<file path="src/rtl/serial_sub_pkg.sv">
// serial_sub_pkg
// Shared definitions for the bit-serial subtractor: the controller state
// encoding and the default operand width.
// Ports: none (package).
package serial_sub_pkg;

  localparam int DEFAULT_WIDTH = 4;

  typedef enum logic [1:0] {
    IDLE = 2'd0,
    BUSY = 2'd1,
    DONE = 2'd2
  } state_e;

endpackage

</file>
<file path="src/rtl/serial_subtractor_fs.sv">
// full_subtractor
// One-bit combinational full subtractor. The serial subtractor uses a single
// instance of it and feeds it a new bit pair every BUSY cycle.
// Ports:
//   a, b        : minuend and subtrahend bits
//   borrow_in   : borrow from the next-lower bit position
//   diff        : difference bit
//   borrow_out  : borrow into the next-higher bit position
module full_subtractor (
  input  logic a,
  input  logic b,
  input  logic borrow_in,
  output logic diff,
  output logic borrow_out
);

  assign diff       = a ^ b ^ borrow_in;
  // Borrow when b exceeds a outright, or when the bits are equal and a borrow
  // is already pending from below.
  assign borrow_out = (~a & b) | (~(a ^ b) & borrow_in);

endmodule

</file>
<file path="src/rtl/serial_subtractor.sv">
// serial_subtractor
// Bit-serial unsigned subtractor computing (a - b - borrow_in) mod 2^WIDTH,
// one bit per clock, LSB first, with valid/ready handshakes on both sides.
// Optional feature: define SERIAL_SUB_OVERFLOW_EN to add the 'overflow'
// output (signed two's-complement overflow, valid with out_valid).
// Ports:
//   clk, rst     : clock, asynchronous active-high reset
//   in_valid     : operand set on a/b/borrow_in is valid
//   in_ready     : block can accept operands (IDLE only)
//   a, b         : minuend, subtrahend (WIDTH bits)
//   borrow_in    : incoming borrow
//   out_valid    : result valid (DONE only)
//   out_ready    : consumer accepts the result
//   diff         : difference (WIDTH bits)
//   borrow_out   : set when a < b + borrow_in (unsigned)
//   overflow     : signed overflow (only with SERIAL_SUB_OVERFLOW_EN)
module serial_subtractor
  import serial_sub_pkg::*;
#(
  parameter int WIDTH = DEFAULT_WIDTH
) (
  input  logic             clk,
  input  logic             rst,
  input  logic             in_valid,
  output logic             in_ready,
  input  logic [WIDTH-1:0] a,
  input  logic [WIDTH-1:0] b,
  input  logic             borrow_in,
  output logic             out_valid,
  input  logic             out_ready,
  output logic [WIDTH-1:0] diff,
  output logic             borrow_out
`ifdef SERIAL_SUB_OVERFLOW_EN
  ,
  output logic             overflow
`endif
);

  localparam logic [WIDTH-1:0] LAST_BIT = WIDTH'(WIDTH - 1);

  state_e           state_q, state_d;
  logic [WIDTH-1:0] a_sh_q, a_sh_d;
  logic [WIDTH-1:0] b_sh_q, b_sh_d;
  logic             br_q, br_d;
  logic [WIDTH-1:0] diff_q, diff_d;
  logic [WIDTH-1:0] cnt_q, cnt_d;
  logic             borrow_out_q, borrow_out_d;
  logic             in_ready_q, in_ready_d;
  logic             out_valid_q, out_valid_d;
`ifdef SERIAL_SUB_OVERFLOW_EN
  logic             overflow_q, overflow_d;
`endif

  logic fs_diff;
  logic fs_borrow;

  full_subtractor u_fs (
    .a          (a_sh_q[0]),
    .b          (b_sh_q[0]),
    .borrow_in  (br_q),
    .diff       (fs_diff),
    .borrow_out (fs_borrow)
  );

  always_comb begin
    state_d      = state_q;
    a_sh_d       = a_sh_q;
    b_sh_d       = b_sh_q;
    br_d         = br_q;
    diff_d       = diff_q;
    cnt_d        = cnt_q;
    borrow_out_d = borrow_out_q;
    in_ready_d   = in_ready_q;
    out_valid_d  = out_valid_q;
`ifdef SERIAL_SUB_OVERFLOW_EN
    overflow_d   = overflow_q;
`endif

    case (state_q)
      IDLE: begin
        // in_ready is always high in IDLE, so in_valid alone means accept.
        if (in_valid) begin
          state_d    = BUSY;
          a_sh_d     = a;
          b_sh_d     = b;
          br_d       = borrow_in;
          cnt_d      = '0;
          in_ready_d = 1'b0;
        end
      end

      BUSY: begin
        // Operands shift right so bit 0 always feeds the full subtractor;
        // result bits enter at the MSB and reach their place after WIDTH shifts.
        a_sh_d = a_sh_q >> 1;
        b_sh_d = b_sh_q >> 1;
        br_d   = fs_borrow;
        diff_d = {fs_diff, diff_q[WIDTH-1:1]};
        if (cnt_q == LAST_BIT) begin
          state_d      = DONE;
          out_valid_d  = 1'b1;
          borrow_out_d = fs_borrow;
`ifdef SERIAL_SUB_OVERFLOW_EN
          // On the last bit-cycle a_sh_q[0]/b_sh_q[0] are the operand MSBs
          // and fs_diff is the result MSB.
          overflow_d = (a_sh_q[0] != b_sh_q[0]) & (fs_diff != a_sh_q[0]);
`endif
        end else begin
          cnt_d = cnt_q + 1'b1;
        end
      end

      DONE: begin
        // Returning to IDLE here means no accept can coincide with consume.
        if (out_ready) begin
          state_d     = IDLE;
          out_valid_d = 1'b0;
          in_ready_d  = 1'b1;
        end
      end

      default: begin
        state_d     = IDLE;
        in_ready_d  = 1'b1;
        out_valid_d = 1'b0;
      end
    endcase
  end

  always_ff @(posedge clk or posedge rst) begin
    if (rst) begin
      state_q      <= IDLE;
      a_sh_q       <= '0;
      b_sh_q       <= '0;
      br_q         <= 1'b0;
      diff_q       <= '0;
      cnt_q        <= '0;
      borrow_out_q <= 1'b0;
      in_ready_q   <= 1'b1;
      out_valid_q  <= 1'b0;
`ifdef SERIAL_SUB_OVERFLOW_EN
      overflow_q   <= 1'b0;
`endif
    end else begin
      state_q      <= state_d;
      a_sh_q       <= a_sh_d;
      b_sh_q       <= b_sh_d;
      br_q         <= br_d;
      diff_q       <= diff_d;
      cnt_q        <= cnt_d;
      borrow_out_q <= borrow_out_d;
      in_ready_q   <= in_ready_d;
      out_valid_q  <= out_valid_d;
`ifdef SERIAL_SUB_OVERFLOW_EN
      overflow_q   <= overflow_d;
`endif
    end
  end

  assign in_ready   = in_ready_q;
  assign out_valid  = out_valid_q;
  assign diff       = diff_q;
  assign borrow_out = borrow_out_q;
`ifdef SERIAL_SUB_OVERFLOW_EN
  assign overflow   = overflow_q;
`endif

endmodule

</file>
<file path="config.mk">
export PLATFORM = sky130hd
export DESIGN_NAME = serial_subtractor
export DESIGN_NICKNAME = d
export VERILOG_FILES = /design/src/rtl/serial_sub_pkg.sv /design/src/rtl/serial_subtractor_fs.sv /design/src/rtl/serial_subtractor.sv
export SDC_FILE = /design/constraint.sdc
export NUM_CORES = 1
export LEC_CHECK = 0
export ABC_AREA = 1
export CAP_MARGIN = 20
export CELL_PAD_IN_SITES_DETAIL_PLACEMENT = 1
export CELL_PAD_IN_SITES_GLOBAL_PLACEMENT = 1
export CORE_AREA = 2 2 40 79
export DETAILED_ROUTE_END_ITERATION = 10
export DIE_AREA = 0 0 42 81
export PLACE_DENSITY_LB_ADDON = 0.1
export SYNTH_ARGS = -nofsm -noshare
export SYNTH_HDL_FRONTEND = slang
export SYNTH_SLANG_ARGS = --single-unit
</file>
<file path="constraint.sdc">
create_clock -name clk -period 2.3 [get_ports clk]
set_input_delay 0.345 -clock clk [delete_from_list [all_inputs] [get_ports clk]]
set_output_delay 0.345 -clock clk [all_outputs]
set_load 0.02 [all_outputs]
</file>
# Word level (Yosys, flattened, before mapping)
# Cells that the tools add are included.
[word_totals] reg_bits=22 out_inout_bits=7
[classes] n_addsub=1 eq_ne=7 muxes=19 bitwise=9 n_reduce_logical=8
[op_table] cell="$pmux W4 S2" n=3
[op_table] cell="$mux W4" n=4
[op_table] cell="$reduce_and A3 Y1" n=4
[op_table] cell="$ne A2 B2 Y1 const B" n=4
[op_table] cell="$mux W2" n=3
[op_table] cell="$pmux W1 S3" n=2
[op_table] cell="$pmux W2 S3" n=1
[op_table] cell="$mux W1" n=5
[op_table] cell="$add A4 B1 Y4 const B" n=1
[op_table] cell="$eq A4 B2 Y1 const B" n=1
[op_table] cell="$not A1 Y1" n=4
[op_table] cell="$reduce_and A2 Y1" n=2
[op_table] cell="$and A1 B1 Y1" n=2
[op_table] cell="$eq A2 B1 Y1 const B" n=1
[op_table] cell="$eq A2 B2 Y1 const B" n=1
[op_table] cell="$logic_not A2 Y1" n=1
[op_table] cell="$pmux W1 S2" n=1
[op_table] cell="$reduce_bool A2 Y1" n=1
[op_table] cell="$xor A1 B1 Y1" n=2
[op_table] cell="$or A1 B1 Y1" n=1

# Longest topological paths before layout
[depth] word_depth=5 mapped_depth=7 mapped_depth_nobuf=6

# By module
# Synthesis repeated with hierarchy kept, for this count alone.
[unflattened] cells_unflattened=137 hier_area_um2=1083.5
[modules_own_cells] mod="serial_subtractor" n_inst=1 cells_each=133 area_each_um2=1052.3
[modules_own_cells] mod="full_subtractor" n_inst=1 cells_each=4 area_each_um2=31.3

# Worst setup path before layout
# No wires, ideal clock.
[synth_timing] kind="register to register" startpoint="register state_q[1]" endpoint="register a_sh_q[2]" setup_time_ns=0.117 arrival_ns=0.999 path_slack_ns=1.184 stages_incl_launch_ff=7 period_less_slack_ns=1.116 path_cell_list="dfrtp_1 > nor2_2 > nand2_4 > nand2_4 > inv_4 > nand2_1 > nand2_1"
[synth_via] elab_chain_cells=3 word_cells_on_any_way=6
[synth_rtl] item="start, declared" line_no="serial_subtractor.sv:41" text="state_e state_q, state_d;"
[synth_rtl] item="start signal, assigned" line_no="serial_subtractor.sv:145" text="state_q <= state_d;"
[synth_rtl] item="$eq A2 B1 Y1 / $logic_not A2 Y1 (equally long branches)" line_no="serial_subtractor.sv:79" text="case (state_q)"
[synth_rtl] item="$reduce_bool A2 Y1 (no source line) / $ne A2 B2 Y1 (equally long branches)"
[synth_rtl] item="$reduce_and A2 Y1 (no source line)"
[synth_rtl] item="end signal, assigned" line_no="serial_subtractor.sv:146" text="a_sh_q <= a_sh_d;"
[synth_rtl] item="end, declared" line_no="serial_subtractor.sv:42" text="logic [WIDTH-1:0] a_sh_q, a_sh_d;"
# Parallel ways exist; a longest one is shown, timed or not.
# A chain may end at the register's enable or synchronous reset.

# Worst setup path after layout
[layout_timing] startpoint="register in_ready_q, in the netlist in_ready" endpoint="output in_ready"
[layout_lines] item="start, declared" line_no="serial_subtractor.sv:48" text="logic in_ready_q, in_ready_d;"
[layout_lines] item="start signal, assigned" line_no="serial_subtractor.sv:152" text="in_ready_q <= in_ready_d;"
[layout_lines] item="end, declared" line_no="serial_subtractor.sv:25" text="output logic in_ready,"
# No word-level cell between the ends.

==> reports/qor.yml <==
worst_setup_path:
  worstPathRequired_ps: 1960
  timing.rr.end: "borrow_out"
  end_kind: "output port"
  worstSetupPathType: "register to output port"
  crit_slowest_cell: "clkdlybuf4s50_1"
  cp_num_buf_inv: 1
  rrSetupSlack_ps: 930
  cpLargestDelayFamily: "buffers and inverters"
  cp_slowest_stage_delay_ps: 600
  r2r_start: "state_q[0]"
  worstRegToRegCells: 5
  crit_fanout: 2
  cp_data_arrival_time_ps: 1390
  startpoint_type: "register"
  worstPathCellList: "clkdlybuf4s50_1"
timing:
  fin_tns_setup_ps: 0
  worst_slew_pin_slew_ps: 370
  rsz0062_at_grt: "no"
  slew_violations: 0
  fin_skew_ps: 7.19
  slew_headroom: 0.753
  fmax_mhz: 576
  finalHoldViolations: 0
  setup_viol_count_final: 0
  fin_crit_sh: 0.755
  period_needed_ps: 1740
route:
  drc: 0
  finalWirelength_mm: 2.55
  wl_per_cell_um: 14.0
  via_per_inst: 4.90
  num_vias: 891
  drtPass1Iterations: 4
  antenna_left: 0
  drt_iter0_drc: 7
cts:
  cts-resized-gates: 0
  postCtsSetupRepairBufs: 0
  cts-root-buf: "clkbuf_8"
  clkLatencyLatePin_ps: 270
  htreeDepth: 1
  clk_path_buf_depth: 2
  path_clk_slew_ps: 80
  cts_buffers: 3
  numClockSinks: 22
  cts_tree: "built"
  ctsHoldBuffers: 0
global_route:
  grt_pass1_vias: 978
  antenna_found_initial: 0
  use_met3: 0.00889
  grtUsageTotal: 0.173
  top_usage_layer: "met2"
  grt_max_degree: 23
  overflow: 0
  use_met2: 0.320
  grt_first_pass_wirelength_mm: 4.41
  use_met1: 0.196
floorplan:
  initial_core_util: 0.377
  rows: 28
  die_h_um: 81
  core_area_sq_um: 2840
  fp.dieArea_sq_um: 3400
  die_w_um: 42
  ios: 20
layout:
  mostFrequentLayoutCell: "nand2_1"
  fillCellCount: 352
  diodes: 0
  drive_above_1_share: 0.0921
  final_cell_mix: "62 x nand2_1, 21 x dfrtp_1, 19 x clkdlybuf4s50_1"
  layout-area-overhead-vs-synth_pct: 26.6
  multiInputGateArea_sq_um: 443
  nNetsFinal: 168
  seq_area_sq_um: 552
yosys:
  synth_area_sq_um: 1070
  ys_seq_area_frac: 0.516
  syn_inst: 130
  synthDistinctLibCells: 20
  avgSynthCellArea_sq_um: 8.22
  yosysWarnings: 0
  syn_nets: 145
  ys_ff_latch: 22
pwr:
  totalPowerFinal_mw: 2.00
  leakagePower_nw: 0.709
  powerDensity_nw_per_um2: 1480
  max-vdd-ir-drop_mv: 0.656
min_path:
  hp-class: "primary input to async pin"
placement:
  io_buffers: 19
  dp_hpwl_mm: 1.94
  gp_congestion: 0.734
run_status:
  outcome: "completed"
run:
  maxCapViolCount: 0
## tightest hold or removal path: stages
cell and delay (ps):
clkdlybuf4s50_1 400, inv_1 50, buf_4 280
## metal layers
metal	vias up	wire, um
met5	-	0
met4	0	48
met3	4	49
met2	13	1450
met1	430	999
li1	444	-
## worst max-delay path by stage
stage | start | end | cells past startpoint
floorplan | state_q[1] | a_sh_q[2] | 6
global placement | in_ready | in_ready | 1
detailed placement | in_valid | b_sh_q[0] | 6
CTS | in_ready | in_ready | 1
global route | in_ready | in_ready | 1
finish | in_ready | in_ready | 1
## cell usage after synthesis
master,count,area share
fa_1,1,0.019
inv_2,2,0.0070
buf_6,2,0.021
a21oi_1,1,0.0047
nand2_4,3,0.032
nor2_4,1,0.011
nand4_1,1,0.0059
ha_1,1,0.012
nand3b_1,1,0.0070
nor2_1,1,0.0035
inv_1,10,0.035
o21ai_0,3,0.014
o21ai_1,3,0.014
inv_4,1,0.0059
nand2_1,62,0.22
dfstp_2,1,0.025
dfrtp_1,21,0.49
xor2_1,1,0.0082
nor2_2,1,0.0059
nand3_1,13,0.061
## registers in the layout, summed over array words and instances (netlist names)
signal	count
a_sh_q	4
b_sh_q	4
cnt_q	4
diff	4
state_q	2
borrow_out	1
br_q	1
in_ready	1
out_valid	1
## stage by stage
stage	utilization	setup WS, ps	hold slack, ps	cells	cell area, sq um
final	0.477	564	420	182	1350
after global routing	0.477	522	446	182	1350
after CTS	0.477	548	425	182	1350
after detailed placement	0.451	816	458	178	1280
after global placement	0.451	846	454	178	1280
after floorplan	-	1180	333	130	1070
## final cells by class
class | instances | area share
clock buffers | 3 | 0.0305
clock inverters | 1 | 0.0222
inverters | 13 | 0.0379
multi-input cells | 93 | 0.327
flip-flops and latches | 22 | 0.408
well taps | 30 | 0.0278
repair buffers | 20 | 0.146
## cell families (layout without fill, tap and decap cells)
family / count (synthesis) / count (layout) / synth area share
DFF: 22 / 22 / 0.516
and+or+nand+nor: 83 / 83 / 0.343
buffers and inverters: 15 / 37 / 0.0691
xor gates and xnor gates: 1 / 1 / 0.00820
adders and majority gates: 2 / 2 / 0.0304
AOI/OAI and AO/OA: 7 / 7 / 0.0328
## where the power goes
part | leakage, nW | internal (mW) | switching [mW]
sequential | 0.276 | 0.564 | 0.135
clock | 0.0357 | 0.233 | 0.125
combinational | 0.398 | 0.353 | 0.588
Power figures use the tool's default switching activity.
==> variant 1 (config.mk and constraints unchanged) <==
The option `SERIAL_SUB_OVERFLOW_EN` is turned on by a define.
--- a/src/rtl/serial_subtractor.sv
+++ b/src/rtl/serial_subtractor.sv
@@ -15,4 +15,6 @@
 //   borrow_out   : set when a < b + borrow_in (unsigned)
 //   overflow     : signed overflow (only with SERIAL_SUB_OVERFLOW_EN)
+`define SERIAL_SUB_OVERFLOW_EN
+
 module serial_subtractor
   import serial_sub_pkg::*;
Formal check against the unedited RTL (old outputs only; new: overflow): equivalent (equiv_simple and equiv_induct, registers matched by name and starting in step).
==> variant 1 against the unedited design <==
Sequential cell count increased by 1. Sequential share of layout area increased by 0.77 points. Setup slack about the same. Wire length decreased by 2.4%. Via count increased by 5.7%. Global-route usage decreased by 0.81 points. Power decreased by 2.2%. Design area increased by 2.6%. Synthesized area increased by 4.3%. Critical path type unchanged. Critical endpoint unchanged.
==> variant 1: results <==
set metrics [dict create \
    track_usage 0.1647 \
    dpl.hpwl_um 1873 \
    seq-power_uw 730 \
    r2r_end "overflow" \
    synth_xor_area_frac 0 \
    synthTopCellsByArea "dfrtp_1 49%, nand2_1 27%, nand3_1 4.0%" \
    max-vdd-ir-drop_mv 0.6569 \
    skew_ps 1.607 \
    synth-seq-area-share 0.5174 \
    dpl-instance-area_um2 1341 \
    maximum_number_of_pins_on_one_net_before_global_route_repair 24 \
    power_clock_uw 252 \
    reg2reg_from "br_q" \
    internal_power_uw 1091 \
    maxSlewHeadroom 0.7606 \
    routed-via-count 942 \
    grt_pass1_vias 984 \
    finalHoldWorstSlack_ps 419.4 \
    totalWireLength_um 2486 \
    p_leak_uw 0.0007662 \
    synthDistinctLibCells 17 \
    layout.cells.non_filler 197 \
    grt_first_pass_wirelength_um 4209 \
    r2r_cells 7 \
    status "completed" \
    drt_iter0_drc 2 \
    fillcell_total 359 \
    ys_top_cells_by_count "79 x nand2_1, 22 x dfrtp_1, 10 x inv_1" \
    synth_compound_gate_area_share 0.02469 \
    globalplace.congestion 0.7676 \
    synth.net_count 160 \
]
## variant 1: layout make-up
class | count | area (um^2) | share of cell area
multi-input cells | 106 | 466.7 | 0.3363
well taps | 30 | 37.54 | 0.02705
repair buffers | 22 | 215.2 | 0.1551
flip-flops and latches | 23 | 576.8 | 0.4157
clock inverters | 1 | 5.005 | 0.003607
clock buffers | 3 | 41.29 | 0.02976
inverters | 12 | 45.04 | 0.03246
## variant 1: layer usage
layer  GRT usage  wire (um)
met3     0.02889         62
met4     0.07742         53
met1      0.1839       1081
met5           0          0
met2      0.2969       1289
## variant 1: worst max-delay path by stage
stage / startpoint / cells past startpoint / slack, ps / end
after floorplan: br_q / 7 / 1010 / overflow
after global placement: in_valid / 5 / 810 / b_sh_q[1]
after detailed placement: in_valid / 5 / 790 / b_sh_q[1]
after CTS: in_ready / 1 / 550 / in_ready
after global routing: in_ready / 1 / 520 / in_ready
final: in_ready / 1 / 560 / in_ready
==> variant 2 (same flow settings) <==
Made on the original files. Take the reset off `b_sh_q` and load it in a clocked block of its own.
--- a/src/rtl/serial_subtractor.sv
+++ b/src/rtl/serial_subtractor.sv
@@ -132,5 +132,4 @@
       state_q      <= IDLE;
       a_sh_q       <= '0;
-      b_sh_q       <= '0;
       br_q         <= 1'b0;
       diff_q       <= '0;
@@ -145,5 +144,4 @@
       state_q      <= state_d;
       a_sh_q       <= a_sh_d;
-      b_sh_q       <= b_sh_d;
       br_q         <= br_d;
       diff_q       <= diff_d;
@@ -158,4 +156,8 @@
   end
 
+  always_ff @(posedge clk) begin
+    b_sh_q <= b_sh_d;
+  end
+
   assign in_ready   = in_ready_q;
   assign out_valid  = out_valid_q;
Formal check against the unedited RTL: no difference found for any inputs over 10 cycles, from zero or initial values and one cycle with rst high; that may be too few to reach the edited logic, so the function may still have changed.
==> variant 2 against the unedited design <==
Sequential share of layout area up 2.1 points. Sequential cell count stayed put. Wire length is 10% lower. Synthesized cell count is 2.3% lower. Design area decreased by 1.4%. Synthesized area shrank 1.1%. Global-route usage fell by 1.8 points. Setup slack improved by 5.6 ps. First-iteration DRC count increased by 71%. Register-to-register slack improved by 60 ps. Sequential power is 4.6% higher. Die area did not move. Power fell by 2.2%.
==> variant 2: results <==
set metrics [dict create \
    grt_pass1_vias 917 \
    count_of_flip_flops_with_a_built_in_enable_after_synthesis 4 \
    arrival_ps 1390 \
    yosys_warnings 0 \
    ys_top_cells_by_count "60 x nand2_1, 17 x dfrtp_1, 13 x inv_1" \
    ys_async_sr_fraction 0.8182 \
    drt-vias-per-instance 4.921 \
    drt-wirelength-per-cell_um 12.83 \
    h-tree-depth 1 \
    dpl.hpwl_um 1724 \
    cts_buffers 3 \
    grt_first_pass_wirelength_um 3974 \
    numPortBuffers 19 \
    fp.dieArea_um2 3402 \
    synth_adder_area_share 0.03077 \
    reg2reg_from "state_q[1]" \
    synthTopCellsByArea "dfrtp_1 40%, nand2_1 21%, edfxtp_1 11%" \
    clk_pin_slew_worst_paths_ps 80 \
    timing.reg2reg.setup_slack_ps 990 \
    post_cts_buffers 0 \
    timing.critical_path.slowest_stage_cell "clkdlybuf4s50_1" \
    post_route_cells_drive_above_1_share 0.06757 \
    netSwitchingPower_uw 796.7 \
    critical_path.top_delay_family "buffers and inverters" \
    status "completed" \
    synth.mux.area_fraction 0 \
    cts_resized 0 \
    clk_path_buf_depth 2 \
    skew_ps 5.450 \
    finalNetCount 164 \
    hold_path_class "in -> async" \
    worst-path-max-fanout 2 \
    synthDistinctLibCells 18 \
    synth-seq-area-share 0.5408 \
    maxSlewHeadroom 0.5312 \
    track_usage 0.1553 \
    r2r_cells 3 \
    diodes 0 \
    drt_iter0_drc 12 \
    clk-insertion-delay-late_ps 260 \
    cts_root_buffer "clkbuf_8" \
    p_leak_uw 0.0006916 \
    globalplace.congestion 0.7098 \
    synth.net_count 142 \
    synth_xor_area_frac 0 \
    r2r_end "b_sh_q[3]" \
    cp_slowest_stage_delay_ps 590 \
    synth_compound_gate_area_share 0.03195 \
    grt_antenna_before_repair 0 \
    yosysTopAreaCellShare 0.4024 \
    maximum_number_of_pins_on_one_net_before_global_route_repair 20 \
    drt_pre_antenna_iters 4 \
    max-vdd-ir-drop_mv 0.6262 \
]
==> variant 2: changes by cell type after synthesis, sizes merged <==
cell	before	now
a21oi	1	2
dfrtp	21	17
edfxtp	0	4
inv	13	15
nand2	65	61
nand3	13	10
nand4	1	2
nor2	3	6
o21ai	6	4
xor2	1	0
==> variant 2: stage by stage <==
stage / hold slack [ps] / utilization / instances / setup WS (ps) / area, um^2
global route: 513.2 / 0.4700 / 178 / 530.4 / 1334
finish: 483.9 / 0.4700 / 178 / 569.2 / 1334
detailed placement: 474.1 / 0.4449 / 174 / 632.0 / 1262
CTS: 491.0 / 0.4700 / 178 / 561.0 / 1334
global placement: 453.4 / 0.4449 / 174 / 677.7 / 1262
floorplan: 282.8 / - / 127 / 1160 / 1057
==> variant 2: per-layer routing <==
layer	share of wire	wire length, um	track usage	vias up
met5	0	0	0	-
met4	0.021	49	0.07097	0
met3	0.033	75	0.04000	6
met2	0.53	1207	0.2688	16
met1	0.42	951	0.1761	420
li1	-	-	-	434
==> variant 2: how the worst max path moves through the flow <==
stage / from / endpoint / slack [ps]
floorplan: state_q[1] / b_sh_q[0] / 1160
global placement: in_valid / b_sh_q[3] / 680
detailed placement: in_valid / b_sh_q[2] / 630
CTS: in_ready / in_ready / 560
global route: in_ready / in_ready / 530
finish: in_ready / in_ready / 570
==> variant 2: kinds of logic after synthesis <==
| logic type | after synthesis |
|---|---|
| and+or+nand+nor | 80 |
| adders and majority gates | 2 |
| buffers and inverters | 17 |
| DFF | 22 |
| AOI/OAI and AO/OA | 6 |
==> variant 2: cell type report <==
cell class / instances / area (um^2)
Timing Repair Buffer: 19 / 190.2
Sequential cell: 22 / 571.8
Fill cell: 350 / 1504
Clock inverter: 1 / 30.03
Clock buffer: 3 / 41.29
Multi-Input combinational cell: 88 / 406.6
Inverter: 15 / 56.30
Tap cell: 30 / 37.54
==> variant 2: power groups by stage <==
stage	Combinational (uW)	Clock, uW	Sequential (uW)
final	861	362	731
after global routing	989	383	757
after CTS	887	367	736
after detailed placement	882	0	743
after global placement	840	0	733
after floorplan	569	0	780
